**config.mk**
```make
export PLATFORM = sky130hd
export DESIGN_NAME = sa_ram_rwsp_param
export DESIGN_NICKNAME = d
export VERILOG_FILES = /design/src/rtl/sa_ram_pkg.sv /design/src/rtl/sa_ram_rd_pipe.sv /design/src/rtl/sa_ram_rwsp_param.sv
export SDC_FILE = /design/constraint.sdc
export NUM_CORES = 2
export LEC_CHECK = 0
export CAP_MARGIN = 15
export CORE_ASPECT_RATIO = 1.5
export CORE_MARGIN = 5
export CORE_UTILIZATION = 50
export CTS_CLUSTER_SIZE = 20
export DETAILED_ROUTE_END_ITERATION = 7
export DONT_BUFFER_PORTS = 1
export HOLD_SLACK_MARGIN = 0.03
export PLACE_DENSITY = 0.63
export SYNTH_ARGS = -nofsm -noshare
export SYNTH_HDL_FRONTEND = slang
export SYNTH_SLANG_ARGS = --single-unit
```
**constraint.sdc**
```tcl
create_clock -name clk -period 4.26 [get_ports clk]
set_clock_uncertainty 0.2 [all_clocks]
set_input_delay 0.852 -clock clk [delete_from_list [all_inputs] [get_ports clk]]
set_output_delay 0.852 -clock clk [all_outputs]
set_load 0.02 [all_outputs]
```
**src/rtl/sa_ram_pkg.sv**
```systemverilog
// Shared constants and helpers for the single-port-read / single-port-write RAM.
// Holds address sizing, collision-counter width and lane-width arithmetic.
package sa_ram_pkg;

    localparam int COLL_CNT_W = 8;

    // Address bits needed for a given depth, never less than one
    function automatic int clog2(input int v);
        int r;
        r = 0;
        for (int k = 0; k < 32; k++) begin
            if ((1 << r) < v) r++;
        end
        return (r < 1) ? 1 : r;
    endfunction

    function automatic int lane_width(input int w, input int l);
        return w / l;
    endfunction

endpackage

```
**src/rtl/sa_ram_rd_pipe.sv**
```systemverilog
// Read stage: address capture, pending-read tracking, collision bypass,
// output register, valid strobe and saturating collision counter.
module sa_ram_rd_pipe
    import sa_ram_pkg::*;
#(
    parameter int WIDTH  = 16,
    parameter int LANES  = 2,
    parameter int BYPASS = 1,
    parameter int AW     = 8
) (
    input  logic                  clk,
    input  logic                  rstn,
    input  logic [AW-1:0]         i_ra,
    input  logic                  i_re,
    input  logic                  i_ore,
    input  logic [AW-1:0]         i_wa,
    input  logic                  i_we,
    input  logic                  i_wa_ok,
    input  logic [LANES-1:0]      i_wmask,
    input  logic [WIDTH-1:0]      i_di,
    input  logic [WIDTH-1:0]      i_rd_word,
    output logic [AW-1:0]         o_ra_d,
    output logic [WIDTH-1:0]      o_dout,
    output logic                  o_dout_vld,
    output logic [COLL_CNT_W-1:0] o_coll_cnt
);

    localparam int LW = lane_width(WIDTH, LANES);

    logic [AW-1:0]         r_ra_d;
    logic                  r_rd_pend;
    logic [WIDTH-1:0]      r_dout;
    logic                  r_dout_vld;
    logic [COLL_CNT_W-1:0] r_coll_cnt;
    logic                  w_coll;
    logic [WIDTH-1:0]      w_next;

    assign w_coll = i_we & i_ore & i_wa_ok & (i_wa == r_ra_d);

    // Merge in-flight write lanes over the array word when bypass is enabled
    always_comb begin
        w_next = i_rd_word;
        if ((BYPASS != 0) && w_coll) begin
            for (int i = 0; i < LANES; i++) begin
                if (i_wmask[i]) w_next[i*LW +: LW] = i_di[i*LW +: LW];
            end
        end
    end

    // Read-side state; re wins over ore when clearing the pending flag
    always_ff @(posedge clk or negedge rstn) begin
        if (!rstn) begin
            r_ra_d     <= '0;
            r_rd_pend  <= 1'b0;
            r_dout     <= '0;
            r_dout_vld <= 1'b0;
            r_coll_cnt <= '0;
        end else begin
            if (i_re) r_ra_d <= i_ra;
            if (i_re) r_rd_pend <= 1'b1;
            else if (i_ore) r_rd_pend <= 1'b0;
            if (i_ore) r_dout <= w_next;
            r_dout_vld <= i_ore & r_rd_pend;
            if (w_coll && (r_coll_cnt != '1)) r_coll_cnt <= r_coll_cnt + 1'b1;
        end
    end

    assign o_ra_d     = r_ra_d;
    assign o_dout     = r_dout;
    assign o_dout_vld = r_dout_vld;
    assign o_coll_cnt = r_coll_cnt;

endmodule

```
**src/rtl/sa_ram_rwsp_param.sv**
```systemverilog
// Parameterised RAM with lane-masked writes and a registered read pipe.
// Array contents survive reset; only the read stage is cleared.
module sa_ram_rwsp_param
    import sa_ram_pkg::*;
#(
    parameter int       DEPTH  = 256,
    parameter int       WIDTH  = 16,
    parameter int       LANES  = 2,
    parameter int       BYPASS = 1,
    parameter bit       FORCE_CONTENTION_ASSERTION_RESET_ACTIVE = 1'b0,
    localparam int      AW     = clog2(DEPTH)
) (
    input  logic                  clk,
    input  logic                  rstn,
    input  logic [AW-1:0]         ra,
    input  logic                  re,
    input  logic                  ore,
    output logic [WIDTH-1:0]      dout,
    output logic                  dout_vld,
    input  logic [AW-1:0]         wa,
    input  logic                  we,
    input  logic [LANES-1:0]      wmask,
    input  logic [WIDTH-1:0]      di,
    output logic [COLL_CNT_W-1:0] coll_cnt,
    input  logic [31:0]           pwrbus_ram_pd
);

    localparam int        LW      = lane_width(WIDTH, LANES);
    localparam logic [AW:0] DEPTH_C = DEPTH[AW:0];

    generate
        if (WIDTH % LANES != 0) begin : g_bad_lanes
            $error("sa_ram_rwsp_param: WIDTH must be a multiple of LANES");
        end
    endgenerate

    logic [WIDTH-1:0] r_mem [DEPTH];
    logic [AW-1:0]    w_ra_d;
    logic             w_wa_ok;
    logic             w_rd_ok;
    logic [WIDTH-1:0] w_rd_word;
    logic             w_unused;

    assign w_wa_ok   = {1'b0, wa} < DEPTH_C;
    assign w_rd_ok   = {1'b0, w_ra_d} < DEPTH_C;
    assign w_rd_word = w_rd_ok ? r_mem[w_ra_d] : '0;
    assign w_unused  = ^{1'b0, pwrbus_ram_pd,
                         FORCE_CONTENTION_ASSERTION_RESET_ACTIVE};

    // Lane-masked array write; out-of-range addresses are dropped
    always_ff @(posedge clk) begin
        if (we && w_wa_ok) begin
            for (int i = 0; i < LANES; i++) begin
                if (wmask[i]) r_mem[wa][i*LW +: LW] <= di[i*LW +: LW];
            end
        end
    end

    sa_ram_rd_pipe #(
        .WIDTH  (WIDTH),
        .LANES  (LANES),
        .BYPASS (BYPASS),
        .AW     (AW)
    ) u_rd_pipe (
        .clk        (clk),
        .rstn       (rstn),
        .i_ra       (ra),
        .i_re       (re),
        .i_ore      (ore),
        .i_wa       (wa),
        .i_we       (we),
        .i_wa_ok    (w_wa_ok),
        .i_wmask    (wmask),
        .i_di       (di),
        .i_rd_word  (w_rd_word),
        .o_ra_d     (w_ra_d),
        .o_dout     (dout),
        .o_dout_vld (dout_vld),
        .o_coll_cnt (coll_cnt)
    );

endmodule

```
After elaboration in Yosys (flattened, before gate mapping) --
Memory sizes are Yosys's and may differ from the RTL's. Cells that the tools add are included.
Storage, ports and cells: bits in registers 34, RAM bits 4096, bits of input ports 71, logic and storage cells 25, memories 1
Memory list:
- r_mem | depth 256, width 16, rd ports 1, clocked after Yosys merged registers in 0, write ports 1, RTL line sa_ram_rwsp_param.sv:37 | logic [WIDTH-1:0] r_mem [DEPTH];
Cells by class: $add $sub $neg 1, eq/ne operators 2, multiplexer cells 11, bitwise gates (word level) 3, reduce and logical (&&, ||, !) cells 2
Operators by type and width (count):
- 16-bit two-way mux | 1
- 8-bit two-way mux | 2
- 8-bit by 1-bit adder with 8-bit output, second input constant | 1
- 8-bit == test | 1
- 1-bit two-way mux | 8
- 8-bit != test, second input constant | 1
- 1-bit AND | 3
- 2-bit nonzero test | 1
- 1-bit logical AND | 1

Logic depth before layout (Yosys ltp) --
word-level depth 3, gate-level depth with buffers 14, mapped depth without buffers 7

By module --
Synthesis repeated with hierarchy kept, for this count alone.
Unflattened totals: cell total of the unflattened synthesis 7883, area total of the unflattened synthesis 162037.9 µm²
By module, submodules not included:
- sa_ram_rwsp_param | instances 1, cells an instance 7722, area an instance 160390.1 µm², seq. area each 122998.0 µm²
- sa_ram_rd_pipe | instances 1, cells an instance 161, area an instance 1647.8 µm², seq. area each 850.8 µm²

Least setup slack after synthesis --
OpenSTA, ideal clock, no wires.
path type input-to-reg, start point input wa[3], end point memory r_mem[251][0], enable pin, library setup time 371 ps, data arrival time 2380 ps, path slack 1309 ps, stages 6, buffers on the path 3, cells stage by stage clkbuf_1 nor2b_1 clkbuf_1 nand4_1 clkbuf_1 nor2_1
RTL lines:
- from (decl) | RTL line sa_ram_rwsp_param.sv:20 | input logic [AW-1:0] wa,
- to (decl) | RTL line sa_ram_rwsp_param.sv:37
Straight into the memory's write port.

Worst setup path in the final report --
start point register u_rd_pipe.r_ra_d[2], in the netlist u_rd_pipe.o_ra_d[2], end point register u_rd_pipe.r_dout[13], in the netlist u_rd_pipe.o_dout[13]
On the way: word-level cells in the longest chain between the ends 3
Ends and longest elaborated chain:
- from (decl) | RTL line sa_ram_rd_pipe.sv:30 | logic [AW-1:0] r_ra_d;
- from (signal assigned) | RTL line sa_ram_rd_pipe.sv:59 | if (i_re) r_ra_d <= i_ra;
- memory read 256 x 16 bit or 8-bit == test (tied branches)
- 8-bit two-way mux or 1-bit AND (tied branches) | RTL line sa_ram_rd_pipe.sv:45, sa_ram_rd_pipe.sv:38
- 16-bit two-way mux * | RTL line sa_ram_rd_pipe.sv:43 | if ((BYPASS != 0) && w_coll) begin
- to (signal assigned) | RTL line sa_ram_rd_pipe.sv:62 | if (i_ore) r_dout <= w_next;
- to (decl) | RTL line sa_ram_rd_pipe.sv:32 | logic [WIDTH-1:0] r_dout;
Every way passes the cells marked *; elsewhere a longest branch is shown, timed or not. A chain may end at the register's enable or synchronous reset.

==> impl_metrics.csv <==
group,metric,value,unit
outcome,status,"finished with violations",
outcome,violations,"slew limit",
timing,layout_setup_ws,0.136,ns
final_layout,syn_to_final_growth,11.9,%
global_route,grt_max_degree,258,
worst_setup_path,setup.worst_path.start_class,"register",
yosys,synth.top_cell.area_share,76.9,%
global_route,top_usage_layer,"met2",
floorplanning,core,0.319,mm²
yosys,synth_edf_count,4096,
global_route,grt_pass1_wl,594000,µm
placement,dp_cells,11941,
hold_path,hold_path_class,"in -> reg",
timing,max_freq,0.242,GHz
final_layout,fill_cells,23392,
floorplanning,io_pins,96,
yosys,synth_flop_cell,"edfxtp_1",
yosys,ys.warnings.count,0,
clock_tree,numCtsBuffers,366,
worst_setup_path,crit_required,4.94,ns
final_layout,regArea,0.124,mm²
yosys,synth_area,0.160,mm²
timing,finalCritPeriodShare,96.8,%
route,drc,0,
final_layout,drive_above_1_share,21.5,%
placement,gp_congestion,0.859,
global_route,track_usage,25.0,%
worst_setup_path,end_kind,"register",
worst_setup_path,r2r_slack,0.14,ns
placement,dpl_worst_slack,-0.0166,ns
route,wl,419000,µm
final_layout,layout_common_cells,"4,096 x edfxtp_1, 763 x mux4_2, 635 x mux2i_1, 561 x nor2_1, 384 x buf_4",
clock_tree,clk_pin_slew,0.07,ns
clock_tree,cts.sinks,4130,
route,ant_nets,0,
timing,fin_crit,4.12,ns
final_layout,final_cell_count_no_fill,12630,
global_route,grt_antenna_before_repair,16,
route,first_iter_violations,8348,
run,max_cap_viol_count,0,
placement,hpwl,258000,µm
worst_setup_path,cp.arrival,4.81,ns
timing,timing_hold_violations_final,0,
floorplanning,die_h,703,µm
floorplanning,num_rows,254,
worst_setup_path,worstPathMaxFanout,31,
timing,slew_headroom,-12.3,%
yosys,ys_ff_latch,4130,
power,ir_drop,0.342,mV
clock_tree,clk_path_buf_depth,4,
floorplanning,die_w,472,µm
yosys,syn_nets,7840,
yosys,postSynthCellCount,7768,
final_layout,final_nets,8181,
route,wl_per_cell,33.1,µm
global_route,grt.met1_usage,30.3,%
clock_tree,tritoncts,"built",
power,power.density,470,mW/mm²
yosys,synth-async-reset-ratio,0.823,%
yosys,yosys.area.top_type,"edfxtp_1",
clock_tree,insertion_delay,0.96,ns
timing,rsz0062_at_grt,"false",
yosys,ys_seq_area_share,77.4,%
clock_tree,clock-root-buffer,"clkbuf_16",
floorplanning,dieArea,0.332,mm²
global_route,use_met3,4.82,%
power,total_leakage_power,56.4,nW
yosys,yosys.cell_types.count,59,
clock_tree,htree_levels,5,
power,power,84.2,mW
route,via_per_inst,6.22,
route,first_pass_iters,6,
floorplanning,start_util,50.2,%
yosys,ys_top_cells_by_area,"edfxtp_1 77%, mux4_2 11%, mux2i_1 4.0%, a22oi_1 1.6%, nor2_1 1.3%",
timing,worst_pin_slew,1.69,ns
yosys,syn_area_per_cell,20.6,µm²
global_route,first_global_vias,81233,
timing,slew_viol_final,612,
global_route,use_met2,44.3,%
placement,io_buffers,0,
worst_setup_path,crit_type,"reg -> reg",
global_route,grt_remaining_overflow,0,
final_layout,multiInputGateArea,0.0338,mm²
final_layout,mostFrequentLayoutCell,"edfxtp_1",
route,num_vias,78564,
timing,setup_violations,0,
==> power by group <==
| part | switching [mW] | internal [mW] | total (mW) | leakage [nW] |
|---|---|---|---|---|
| Sequential | 0.319 | 44.8 | 45.1 | 37.2 |
| Clock | 14.5 | 18.4 | 32.9 | 5.73 |
| Combinational | 3.73 | 2.47 | 6.20 | 13.5 |
| Total | 18.5 | 65.7 | 84.2 | 56.4 |
==> area by class of cell <==
cell class              count  area share (%)
diodes                     10          0.0140
clock buffers             457            5.47
clock inverters           198            1.06
inverters                  11          0.0231
multi-input cells        3137            18.8
flip-flops and latches   4130            69.2
well taps                4224            2.95
repair buffers            463            2.46
==> synthesized netlist by cell type (22+ instances only) <==
cell type	number
nor4_1	46
a21oi_1	70
mux4_2	763
nor2_1	564
buf_2	129
buf_4	117
nand2_1	75
clkbuf_1	209
nand4_1	82
edfxtp_1	4096
dfrtp_1	34
a211oi_1	22
mux2i_1	635
a22oi_1	347
o221ai_1	29
nor3_1	111
o22ai_1	112
buf_6	27
nand3_1	70
==> kinds of logic (layout without fill, tap and decap cells) <==
logic type      count (synthesis)  in the layout  synth area share [%]
compound gates                661            661                  2.93
xor+xnor                       15             15                0.0821
fa+ha+maj                       1              1               0.00782
other cells                     0             10                     0
buf+inv                       501           1129                  1.69
simple gates                 1041           1041                  3.01
flops                        4130           4130                  77.4
mux                          1419           1419                  14.9
==> metal layers <==
layer | vias up | wire length, µm
met2 | 3130 | 220000
li1 | 32937 | -
met5 | - | 27
met1 | 41771 | 149000
met4 | 4 | 19100
met3 | 722 | 30900
==> worst max-delay path: stages (launching register included) <==
cell and delay [ns]:
dfrtp_4 0.66, buf_12 0.23, buf_12 0.26, buf_12 0.25
nand2b_1 0.47, buf_4 0.26, o22ai_1 0.12, a211oi_1 0.43
buf_4 0.23, nor4_1 0.04, or4_1 0.64, o21ai_1 0.17
==> timing repair <==
action	CTS	global route
resized for setup	0	1
hold endpoints to repair	2091	3
setup endpoints to repair	0	2
buffers inserted	0	1
hold buffers	22	1
==> stage by stage <==
| step | hold slack (ns) | TNS [ns] | util (%) | area, µm² |
|---|---|---|---|---|
| 2_1_floorplan | 0.246 | 0 | - | 160000 |
| 3_3_place_gp | 0.335 | -0.0351 | 52.4 | 167000 |
| 3_5_place_dp | 0.338 | -0.0166 | 52.4 | 167000 |
| 4_1_cts | 0.0481 | 0 | 56.2 | 179000 |
| 5_1_grt | 0.0122 | 0 | 56.2 | 179000 |
| 6_report | 0.106 | 0 | 56.2 | 179000 |
==> flip-flops by register name, summed over array words and instances (netlist names) <==
name	flops
r_mem	4096
u_rd_pipe.o_dout_vld	1
u_rd_pipe.r_rd_pend	1
u_rd_pipe.o_dout	16
u_rd_pipe.o_ra_d	8
u_rd_pipe.o_coll_cnt	8
==> final timing paths <==
path                                      from                 endpoint  cells after the start
hold / removal                           di[2]            r_mem[249][2]                      0
setup / recovery           u_rd_pipe.o_ra_d[2]     u_rd_pipe.o_dout[13]                     11
min in group asynchronous                 rstn  u_rd_pipe.o_coll_cnt[6]                      2
setup reg to reg           u_rd_pipe.o_ra_d[2]     u_rd_pipe.o_dout[13]                     11
hold reg to reg            u_rd_pipe.r_rd_pend      u_rd_pipe.r_rd_pend                      1
max in group asynchronous                 rstn      u_rd_pipe.o_ra_d[1]                      2
Power figures use the tool's default switching activity.
